<file path="src/rtl/serial_sub_pkg.sv">
// Shared definitions for the bit-serial subtractor: FSM encoding and counter sizing.
package serial_sub_pkg;

    typedef enum logic [1:0] {
        S_IDLE = 2'd0,
        S_RUN  = 2'd1,
        S_FIN  = 2'd2
    } state_t;

    // Bit counter must index 0..width-1 and stays at least one bit wide.
    function automatic int unsigned cnt_width(input int unsigned width);
        return (width > 1) ? $clog2(width) : 1;
    endfunction

endpackage

</file>
<file path="src/rtl/full_sub_cell.sv">
// One-bit full subtractor: d = a - b - bin, with borrow out.
module full_sub_cell (
    input  logic i_a,
    input  logic i_b,
    input  logic i_bin,
    output logic o_d,
    output logic o_bout
);

    assign o_d    = i_a ^ i_b ^ i_bin;
    assign o_bout = (~i_a & i_b) | (~(i_a ^ i_b) & i_bin);

endmodule

</file>
<file path="src/rtl/serial_subtractor.sv">
// Bit-serial unsigned subtractor: one result bit per clock, LSB first, borrow recirculated
// through a flop around a single full-subtractor cell.
module serial_subtractor
    import serial_sub_pkg::*;
#(
    parameter int unsigned WIDTH = 8
) (
    input  logic             clk,
    input  logic             rst_n,
    input  logic             start,
    input  logic [WIDTH-1:0] a_in,
    input  logic [WIDTH-1:0] b_in,
    output logic             busy,
    output logic             done,
    output logic [WIDTH-1:0] diff_out,
    output logic             borrow_out
);

    localparam int unsigned CntW = cnt_width(WIDTH);
    localparam logic [CntW-1:0] LastCnt = CntW'(WIDTH - 1);

    state_t           r_state;
    logic [WIDTH-1:0] r_a_sr;
    logic [WIDTH-1:0] r_b_sr;
    logic [WIDTH-1:0] r_d_sr;
    logic             r_brw;
    logic [CntW-1:0]  r_cnt;

    logic             w_d;
    logic             w_bout;
    logic [WIDTH-1:0] w_d_next;

    full_sub_cell u_cell (
        .i_a    (r_a_sr[0]),
        .i_b    (r_b_sr[0]),
        .i_bin  (r_brw),
        .o_d    (w_d),
        .o_bout (w_bout)
    );

    // New diff bit enters at the MSB; written as shifts so WIDTH=1 needs no special case.
    assign w_d_next = (r_d_sr >> 1) | (WIDTH'(w_d) << (WIDTH - 1));

    always_ff @(posedge clk or negedge rst_n) begin
        if (!rst_n) begin
            r_state    <= S_IDLE;
            r_a_sr     <= '0;
            r_b_sr     <= '0;
            r_d_sr     <= '0;
            r_brw      <= 1'b0;
            r_cnt      <= '0;
            busy       <= 1'b0;
            done       <= 1'b0;
            diff_out   <= '0;
            borrow_out <= 1'b0;
        end else begin
            unique case (r_state)
                S_IDLE: begin
                    done <= 1'b0;
                    if (start) begin
                        r_a_sr  <= a_in;
                        r_b_sr  <= b_in;
                        r_brw   <= 1'b0;
                        r_cnt   <= '0;
                        busy    <= 1'b1;
                        r_state <= S_RUN;
                    end
                end
                S_RUN: begin
                    r_a_sr <= r_a_sr >> 1;
                    r_b_sr <= r_b_sr >> 1;
                    r_d_sr <= w_d_next;
                    r_brw  <= w_bout;
                    if (r_cnt == LastCnt) begin
                        diff_out   <= w_d_next;
                        borrow_out <= w_bout;
                        busy       <= 1'b0;
                        done       <= 1'b1;
                        r_state    <= S_FIN;
                    end else begin
                        r_cnt <= r_cnt + CntW'(1);
                    end
                end
                S_FIN: begin
                    done    <= 1'b0;
                    r_state <= S_IDLE;
                end
                default: begin
                    busy    <= 1'b0;
                    done    <= 1'b0;
                    r_state <= S_IDLE;
                end
            endcase
        end
    end

endmodule

</file>
<file path="config.mk">
export PLATFORM = sky130hd
export DESIGN_NAME = serial_subtractor
export DESIGN_NICKNAME = d
export VERILOG_FILES = /design/src/rtl/serial_sub_pkg.sv /design/src/rtl/full_sub_cell.sv /design/src/rtl/serial_subtractor.sv
export SDC_FILE = /design/constraint.sdc
export NUM_CORES = 1
export LEC_CHECK = 0
export BUFFER_PORTS_ARGS = -buffer_cell sky130_fd_sc_hd__buf_2
export CORE_UTILIZATION = 45
export DETAILED_ROUTE_END_ITERATION = 12
export PLACE_DENSITY = 0.66
export RECOVER_POWER = 100
export SLEW_MARGIN = 20
export SYNTH_ARGS = -nofsm -noshare
export SYNTH_HDL_FRONTEND = slang
export SYNTH_SLANG_ARGS = --single-unit
</file>
<file path="constraint.sdc">
create_clock -name clk -period 2.69 [get_ports clk]
set_input_delay 0.6725 -clock clk [delete_from_list [all_inputs] [get_ports clk]]
set_output_delay 0.6725 -clock clk [all_outputs]
set_load 0.01 [all_outputs]
</file>
=== Yosys cells after proc, flatten, opt, wreduce, memory -nomap -nowiden ===
Index checks and enable logic that the tools add are counted.

* $add $sub $neg: 1
* Multipliers: 0
* Div/mod/pow operators: 0
* $lt $le $gt $ge: 0
* Eq/ne operators: 6
* Shift-type cells: 0
* Mux-type cells: 17
* Bitwise gates (word level): 9
* Reduce and logical (&&, ||, !) cells: 7

{| class="wikitable"
|+ Operators with widths
! kind !! count
|-
| $pmux 8 s2 || 2
|-
| $mux 8 || 2
|-
| $or 7x8->8 || 1
|-
| $mux 3 || 2
|-
| $ne 2x2->1 const B || 3
|-
| $pmux 3 s2 || 1
|-
| $reduce_and 2->1 || 3
|-
| $reduce_and 3->1 || 2
|-
| $mux 1 || 5
|-
| $mux 2 || 2
|-
| $pmux 2 s2 || 1
|-
| $add 3x1->3 const B || 1
|-
| $eq 3x3->1 const B || 1
|-
| $not 1->1 || 3
|-
| $pmux 1 s3 || 1
|-
| $and 1x1->1 || 2
|-
| $eq 2x1->1 const B || 1
|-
| $eq 2x2->1 const B || 1
|-
| $logic_not 2->1 || 1
|-
| $pmux 1 s2 || 1
|-
| $reduce_bool 2->1 || 1
|-
| $xor 1x1->1 || 2
|-
| $or 1x1->1 || 1
|}

* Bits in registers: 41
* Bits in latches: 0
* Bits in writable memories: 0
* ROM bits: 0
* Input bits: 19
* Output and inout port bits: 11
* Word-level logic and storage cells: 50
* Memories: 0

=== Logic depth before layout (Yosys ltp) ===
Gate-level depths: netlist (run 1).

* Word-level depth: 5
* Depth in mapped cells: 6
* Mapped depth without buffers: 5

=== Cells and area by module ===
From an unflattened synthesis (run 1), not the netlist that was laid out.

* Cell total of the unflattened synthesis: 159
* Area, all modules: 1757.9 um2

{| class="wikitable"
|+ Modules (own cells, without submodules)
! module !! instances !! cells each !! area an instance (um2)
|-
| serial_subtractor || 1 || 155 || 1726.7
|-
| full_sub_cell || 1 || 4 || 31.3
|}

=== Worst setup path after synthesis (run 1) ===
Ideal clock, no wire load.

* Path type: register to register
* Start: register r_cnt[0]
* End: register diff_out[0]
* Library setup time: 0.128 ns
* Data arrival time: 1.412 ns
* Required time: 2.562 ns
* Setup slack: 1.150 ns
* Stages on the path, launching flop included: 6
* Path buffers: 1
* Path through: dfrtp_1 ha_1 ha_1 nand3b_1 buf_2 mux2_1

* Word-level cells in the longest chain between the ends: 2

{| class="wikitable"
|+ Ends and longest elaborated chain
! what !! RTL line !! text
|-
| start: declaration || serial_subtractor.sv:27 || <nowiki>logic [CntW-1:0] r_cnt;</nowiki>
|-
| start signal: assignment || serial_subtractor.sv:81 || <nowiki>r_cnt <= r_cnt + CntW'(1);</nowiki>
|-
| $eq 3x3->1 || serial_subtractor.sv:74 || <nowiki>if (r_cnt == LastCnt) begin</nowiki>
|-
| $reduce_and 2->1 (no line) || - ||
|-
| end signal: assignment || serial_subtractor.sv:75 || <nowiki>diff_out <= w_d_next;</nowiki>
|-
| end: declaration || serial_subtractor.sv:15 || <nowiki>output logic [WIDTH-1:0] diff_out,</nowiki>
|}

Every way passes these cells.
A chain may end at the register's enable or synchronous reset.

=== Worst setup path in the final report (run 1) ===
* Start: register r_state[0]
* End: register diff_out[3]

* Word-level cells in the longest chain between the ends: 2

{| class="wikitable"
|+ Ends and longest elaborated chain
! what !! RTL line !! text
|-
| start: declaration || serial_subtractor.sv:22 || <nowiki>state_t r_state;</nowiki>
|-
| start signal: assignment || serial_subtractor.sv:46 || <nowiki>r_state <= S_IDLE;</nowiki>
|-
| start signal: assignment || serial_subtractor.sv:66 || <nowiki>r_state <= S_RUN;</nowiki>
|-
| start signal: assignment || serial_subtractor.sv:79 || <nowiki>r_state <= S_FIN;</nowiki>
|-
| $eq 2x1->1 || serial_subtractor.sv:57 || <nowiki>unique case (r_state)</nowiki>
|-
| $reduce_and 2->1 (no line) || - ||
|}

Every way passes these cells.

==> results of run 1 <==
## final cells by class
| class | instances | share of cell area, % |
|---|---|---|
| inverters | 5 | 0.912 |
| well taps | 48 | 2.92 |
| clock inverters | 2 | 1.70 |
| multi-input cells | 99 | 35.2 |
| repair buffers | 31 | 7.11 |
| clock buffers | 6 | 3.53 |
| flip-flops and latches | 40 | 48.6 |
## power groups by stage
stage                     clock, W  sequential, W  combinational [W]
final                     0.000474        0.00108           0.000864
after CTS                 0.000492        0.00108           0.000910
after floorplan                  0        0.00107           0.000671
after detailed placement         0        0.00109           0.000907
after global routing      0.000522        0.00112           0.000978
after global placement           0        0.00108           0.000858
## critical path: cells and delay by family (launching register included)
family	cells	cell delay (ps)
simple gates	1	500
flops	1	710
mux	1	460
## final timing paths
check / from / end / slack, ps / cells past startpoint
min: r_d_sr[1] / diff_out[0] / 490 / 1
max in group asynchronous: rst_n / r_cnt[0] / 1580 / 1
min reg2reg: r_d_sr[1] / diff_out[0] / 490 / 1
max reg2reg: r_state[0] / diff_out[3] / 900 / 2
max: r_state[0] / diff_out[3] / 900 / 2
min in group asynchronous: rst_n / r_a_sr[4] / 520 / 1
## layer usage
layer / vias up / GRT usage, %
met5: - / 0
met4: 0 / 5.71
met3: 6 / 6.25
met2: 30 / 29.0
met1: 577 / 21.6
li1: 596 / -
## cells by family (layout without fill, tap and decap cells)
kind of cell	after synthesis	in the layout	share of synthesized area (%)
AOI/OAI and AO/OA	29	29	14.7
adders and majority gates	4	4	3.19
buffers and inverters	14	44	4.09
DFF	40	40	55.5
muxes	16	16	9.99
and+or+nand+nor	50	50	12.6
## flip-flops by register name (all words and copies together), names as in the netlist
signal and count:
diff_out 8, r_a_sr 8, r_b_sr 8, r_d_sr 7, r_cnt 3, r_state 2
borrow_out 1, busy 1, done 1, r_brw 1
## cells in the mapped netlist
cell and n:
a211oi_1 2, a211oi_2 9, a21boi_0 1, a21oi_1 1, a22o_1 5, buf_2 5, buf_4 4, dfrtp_1 40
fa_1 1, ha_1 3, inv_1 5, mux2_1 12, mux2_2 4, nand2_1 4, nand2b_1 2, nand3b_1 4
nor2_1 27, nor2b_1 1, nor3_1 11, o21ai_0 5, o21ba_2 1, o221a_2 3, o22ai_1 2, or2_1 1
## per-stage QoR
step	std cells	power (W)
global placement	223	0.00193
CTS	231	0.00248
global route	231	0.00262
floorplan	153	0.00174
finish	231	0.00242
detailed placement	223	0.00200
==> results.cfg, run 1 <==
[cells_and_area]
multi_input_area_um2 = 724
finish.utilization_pct = 55.0
final_common_cell = dfrtp_1
finalNetCount = 205
mostFrequentLayoutCells = 40 x dfrtp_1, 27 x nor2_1, 17 x buf_2, 12 x mux2_1, 12 x clkbuf_1
diodes = 0
syn_to_final_growth_pct = 14.1
n_fill_cell = 355
register_area_um2 = 1000
stdcell_area_um2 = 2060
drive_gt1_share_pct = 23.5

[timing]
fmax_mhz = 559
fin_skew_ps = 3.25
min_period_over_period_pct = 66.6
worst_slack_ps = 900
rsz0062_at_grt = false
fin_crit_ps = 1790
slew_headroom_pct = 36.5
worst_pin_slew_ps = 952
whs_ps = 491
setup-tns-final_ps = 0
report.final.slew_viol_count = 0
hold_violations = 0
setup_viol = 0

[worst_setup_path]
cp_max_fo = 17
path_class = register to register
critPathArrivalTime_ps = 1970
worst_path_max_delay_cell = dfrtp_1
critPathMaxStageDelay_ps = 710
startpoint_type = register
path_cells = nand3b_1, mux2_1
worst_ep_required_time_ps = 2860
endpoint_kind = register

[route]
drt-initial-drc-count = 63
ant_nets = 0
wl_met2_um = 1500
vias = 1209
wl_met1_um = 1570
drc = 0
route.final.wire_length_um = 3270
first_pass_iters = 4
wl_per_cell_um = 14.2
met3_length_um = 161
via_per_inst = 5.23
highest_layer = met4

[grt]
grt_pass1_vias = 1268
grt_pass1_wl_um = 5670
grt_max_degree = 41
antenna_found_initial = 0
grt_overflow = 0
track_usage_pct = 17.7

[power]
power_switching_w = 0.000820
ir_worst_vdd_mv = 0.538
p_sw_share_pct = 33.9
leakage_nw = 0.917
seq_power_share_pct = 44.7
internal_power_w = 0.00160
comb_power_share_pct = 35.7
clkPwrFrac_pct = 19.6
p_per_area_nw_per_um2 = 1180

[floorplan]
dieArea_um2 = 4270
coreArea_um2 = 3740
io_pins = 30
die_h_um = 65.3
rows = 22
die_w_um = 65.3
start_util_pct = 48.2

[logic_synthesis]
ys_warn_count = 0
synth_top_area_share_pct = 55.5
syn_inst = 153
yosysSeqAreaShare_pct = 55.5
synth_top_cell_by_area = dfrtp_1
synth_cell_types = 24
syn_area_um2 = 1800
avgSynthCellArea_um2 = 11.8
syn-num-nets = 176
ys_ff_latch = 40
synth_area_leaders = dfrtp_1 55%, mux2_1 7.5%, a211oi_2 6.2%, nor2_1 5.6%, nor3_1 3.1%

[clock_tree]
htree_levels = 2
clock_path_buffers = 2
numCtsBuffers = 5
cts-resized-gates = 0
cts_hold_buf = 0
clkSinkCount = 40
cts_tree = built
clk_latency_ps = 290
postCtsSetupBuffers = 0
cts.clk_slew.worst_paths_ps = 70
clockRootBuffer = clkbuf_8

[flow_run]
maxCapViolations = 0

[place]
dpl_worst_slack_ps = 891
gp_congestion = 0.687
placed_area_um2 = 1970
dp_hpwl_um = 2220
io_buffers = 29

[min_path]
min-delay-path-class = register to register

[outcome]
outcome = completed
Note: power is estimated with default switching activity, not from simulation.
==> run 2, diff against run 1 <==
clock period = 1.83 ns   (was 2.69 ns; I/O delays follow)
==> run 2 against run 1 <==
Effect of this change:
- final area is 1.5% higher
- non-clock buffer count increased by 7
- sequential cell count did not move
- power up 48%
- first-iteration DRC count grew 7.9%
- final cell count up 3.0%
- utilization up 0.80 points
- worst setup slack worse by 650 ps
- maximum frequency increased by 13%
- clock power up 52%
- combinational power up 50%
==> results.cfg, run 2 (same netlist as run 1, synthesis figures left out) <==
[worst_setup_path]
path_cells = ha_1, ha_1, nand3b_1, buf_4, mux2_1
critical_path.top_delay_family = adder cells
worst_ep_required_time_ps = 2010
worst_path_max_delay_cell = dfrtp_1
endpoint_kind = register
path_class = register to register
cp_num_cells = 5
critPathArrivalTime_ps = 1760
r2r_cells = 5
cp_max_fo = 11
startpoint_type = register
path_buf_inv = 1
critPathMaxStageDelay_ps = 410
cpMostUsedCell = ha_1

[clock_tree]
cts.clk_slew.worst_paths_ps = 80
clock_path_buffers = 2
clockRootBuffer = clkbuf_8
cts-resized-gates = 0
clkSinkCount = 40
postCtsSetupBuffers = 0
htree_levels = 2
clk_latency_ps = 300
numCtsBuffers = 5
cts_tree = built
cts_hold_buf = 0

[floorplan]
rows = 22
die_h_um = 65.3
dieArea_um2 = 4270
start_util_pct = 48.2
io_pins = 30
coreArea_um2 = 3740
die_w_um = 65.3

[cells_and_area]
n_fill_cell = 351
syn_to_final_growth_pct = 15.7
stdcell_area_um2 = 2090
layout_top_registers = diff_out x8, r_a_sr x8, r_b_sr x8
mostFrequentLayoutCells = 40 x dfrtp_1, 27 x nor2_1, 18 x buf_2, 12 x mux2_1, 12 x clkbuf_1
final_common_cell = dfrtp_1
drive_gt1_share_pct = 23.7
diodes = 0
finalNetCount = 212

[timing]
fin_crit_ps = 1580
setup-tns-final_ps = 0
setup_viol = 0
rsz0062_at_grt = false
fin_skew_ps = 5.43
min_period_over_period_pct = 86.3
report.final.slew_viol_count = 0
worst_slack_ps = 251
hold_violations = 0
slew_headroom_pct = 36.1
worst_pin_slew_ps = 958
fmax_mhz = 633

[place]
io_buffers = 29
dpl_worst_slack_ps = 261
placed_area_um2 = 2030
gp_congestion = 0.747
dp_hpwl_um = 2330

[power]
p_total_w = 0.00358
ir_worst_vdd_mv = 0.657
p_per_area_nw_per_um2 = 1720
leakage_nw = 0.943

[grt]
antenna_found_initial = 0
grt_pass1_wl_um = 5830
track_usage_pct = 18.7
grt_max_degree = 41
grt_pass1_vias = 1272
grt_overflow = 0

[route]
via_per_inst = 5.25
route.final.wire_length_um = 3250
wl_met1_um = 1530
drt-initial-drc-count = 68
wl_met2_um = 1490
wl_per_cell_um = 13.6
met3_length_um = 163
drc = 0
highest_layer = met4
vias = 1250
ant_nets = 0
first_pass_iters = 4

[flow_run]
maxCapViolations = 0

[outcome]
outcome = completed

[min_path]
min-delay-path-class = primary input to async pin
[run 2: per-layer routing]
| metal | GRT usage (%) | vias up |
|---|---|---|
| met5 | 0 | - |
| met4 | 8.97 | 0 |
| met3 | 6.42 | 5 |
| met2 | 29.4 | 28 |
| met1 | 22.9 | 610 |
| li1 | - | 607 |
[run 2: final cells by class]
type                       instances  area (um2)  area share (%)
clock buffer                       5        68.8            3.30
clock inverter                     3        42.5            2.04
inverter                           5        18.8           0.899
multi-input combinational         99         704            33.7
sequential                        40        1000            47.9
tap                               48        60.1            2.88
timing repair buffer              38         193            9.23
[run 2: report_power, final]
part | internal (W) | switching (W) | leakage (nW)
Clock | 0.000403 | 0.000316 | 0.0541
Sequential | 0.00131 | 0.000254 | 0.469
Combinational | 0.000656 | 0.000647 | 0.420
[run 2: metrics by stage]
step / hold slack [ps] / instances / util, %
2_1_floorplan: 162 / 153 / -
5_1_grt: 428 / 238 / 55.8
3_5_place_dp: 443 / 230 / 54.3
6_report: 378 / 238 / 55.8
3_3_place_gp: 441 / 230 / 54.3
4_1_cts: 120 / 238 / 57.3
[run 2: worst paths after layout]
kind                                     to  slack, ps      start
worst min register to register  diff_out[0]        490  r_d_sr[1]
max in group asynchronous         r_b_sr[5]        850      rst_n
worst max register to register  diff_out[4]        250   r_cnt[0]
worst min-delay path            diff_out[7]        380      rst_n
worst max-delay path            diff_out[4]        250   r_cnt[0]
min in group clk                  r_b_sr[7]        400    b_in[7]
[run 2: worst register-to-register path, delay by kind of cell, from the launching register on]
kind	cells	cell delay [ps]
fa+ha+maj	2	450
flops	1	410
mux	1	340
buf+inv	1	180
simple gates	1	90
==> run 3, diff against run 2 <==
ABC_AREA = 1   (was not set)
==> run 3 against run 2 <==
Effect of this change:
- first-iteration DRC count up 1.5%
- utilization down 3.4 points
- synthesized cell count up 43%
- sequential share of layout area down 1.1 points
- maximum frequency up 3.6%
- critical path depth down 1
- worst setup slack better by 55 ps
- critical endpoint is now r_b_sr[7]
- largest power group unchanged
==> results.cfg, run 3 <==
[min_path]
min-delay-path-class = primary input to async pin

[cells_and_area]
layout_top_registers = diff_out x8, r_a_sr x8, r_b_sr x8
finish.utilization_pct = 52.4
n_fill_cell = 398
diodes = 0
syn_to_final_growth_pct = 10.1
drive_gt1_share_pct = 14.9
finalNetCount = 271
final_common_cell = nand2_1
mostFrequentLayoutCells = 58 x nand2_1, 40 x dfrtp_1, 31 x nand3_1, 28 x inv_1, 18 x buf_2
fin_cells = 299

[route]
ant_nets = 0
drc = 0
route.final.wire_length_um = 3470
vias = 1447
drt-initial-drc-count = 69
wl_per_cell_um = 11.6
first_pass_iters = 4
via_per_inst = 4.84

[power]
ir_worst_vdd_mv = 0.655
p_total_w = 0.00360
leakage_nw = 1.13
p_per_area_nw_per_um2 = 1680

[outcome]
outcome = completed

[logic_synthesis]
syn_inst = 219
synth_top_area_share_pct = 51.5
syn_area_um2 = 1940
ys_ff_latch = 40
avgSynthCellArea_um2 = 8.87
synth_cell_types = 18
yosysMostFrequentCell = nand2_1
synth_flop_cell = dfrtp_1
synth-edff-count = 0
synth_top_cell_by_area = dfrtp_1
ys_warn_count = 0
synth_common_cells = 58 x nand2_1, 40 x dfrtp_1, 31 x nand3_1
synth_area_leaders = dfrtp_1 52%, nand2_1 11%, nand3_1 8.0%, inv_1 5.4%, buf_6 4.6%
yosysSeqAreaShare_pct = 51.5
syn-num-nets = 242
async_flop_share_pct = 100

[clock_tree]
cts_hold_buf = 0
cts-resized-gates = 0
clk_latency_ps = 290
postCtsSetupBuffers = 0
clock_path_buffers = 2
htree_levels = 2
cts_tree = built
numCtsBuffers = 5
clkSinkCount = 40
clockRootBuffer = clkbuf_8
cts.clk_slew.worst_paths_ps = 80

[floorplan]
io_pins = 30
rows = 23
die_h_um = 67.7
dieArea_um2 = 4580
die_w_um = 67.7
start_util_pct = 47.6
coreArea_um2 = 4090

[timing]
worst_pin_slew_ps = 968
fin_skew_ps = 7.41
slew_headroom_pct = 35.5
fmax_mhz = 657
hold_violations = 0
report.final.slew_viol_count = 0
rsz0062_at_grt = false
setup_viol = 0
min_period_over_period_pct = 83.2
fin_crit_ps = 1520
setup-tns-final_ps = 0

[worst_setup_path]
startpoint_type = register
cp_max_fo = 17
worst_ep_required_time_ps = 1990
path_class = register to register
reg2reg_slack_ps = 310
endpoint_kind = register
critPathArrivalTime_ps = 1690

[grt]
grt_pass1_wl_um = 6050
antenna_found_initial = 0
grt_max_degree = 41
grt_overflow = 0
grt_pass1_vias = 1317
track_usage_pct = 18.3

[place]
io_buffers = 29
dp_hpwl_um = 2300
gp_congestion = 0.712
place_inst = 291

[flow_run]
maxCapViolations = 0
[run 3: per-stage QoR]
step / cell area (um2) / hold WS (ps) / setup WS, ps
2_1_floorplan: 1940 / 162 / 536
3_3_place_gp: 2090 / 448 / 359
3_5_place_dp: 2090 / 446 / 311
4_1_cts: 2200 / 121 / 292
5_1_grt: 2140 / 400 / 161
6_report: 2140 / 378 / 307
[run 3: path summary, 6_finish.rpt]
kind | cells after the start | from | end
min reg2reg | 2 | r_d_sr[1] | diff_out[0]
min | 2 | rst_n | r_d_sr[2]
max | 4 | r_state[1] | r_b_sr[7]
min in group clk | 3 | a_in[7] | r_a_sr[7]
max reg2reg | 4 | r_state[1] | r_b_sr[7]
max in group asynchronous | 2 | rst_n | r_a_sr[3]
[run 3: cell families after synthesis]
group	count (synthesis)	share of synthesized area [%]
AOI/OAI and AO/OA	20	6.83
buffers and inverters	41	11.3
adders and majority gates	4	2.96
DFF	40	51.5
and+or+nand+nor	114	27.4
[run 3: critical path, stage by stage, from the launching register on]
cell and delay, ps:
dfrtp_1 440, inv_4 200, nand2_2 250, nand2_2 360
o21ai_0 140
[run 3: cell type report]
type / count / area (um2) / share of cell area, %
tap: 50 / 62.6 / 2.92
clock inverter: 3 / 42.5 / 1.99
clock buffer: 5 / 68.8 / 3.22
sequential: 40 / 1000 / 46.8
multi-input combinational: 138 / 691 / 32.3
inverter: 30 / 115 / 5.38
timing repair buffer: 33 / 159 / 7.43
[run 3: where the power goes]
part           leakage [nW]  internal [W]  total (W)  switching, W
registers             0.495       0.00129    0.00151      0.000214
clock network        0.0541      0.000403   0.000717      0.000313
logic                 0.581      0.000539    0.00137      0.000835
[run 3: layer usage]
metal | vias to the layer above | routed length [um] | track usage (%)
met5 | - | 0 | 0
met3 | 2 | 149 | 4.22
met4 | 0 | 25 | 11.2
met1 | 666 | 1810 | 25.5
met2 | 29 | 1480 | 25.4
li1 | 750 | - | -
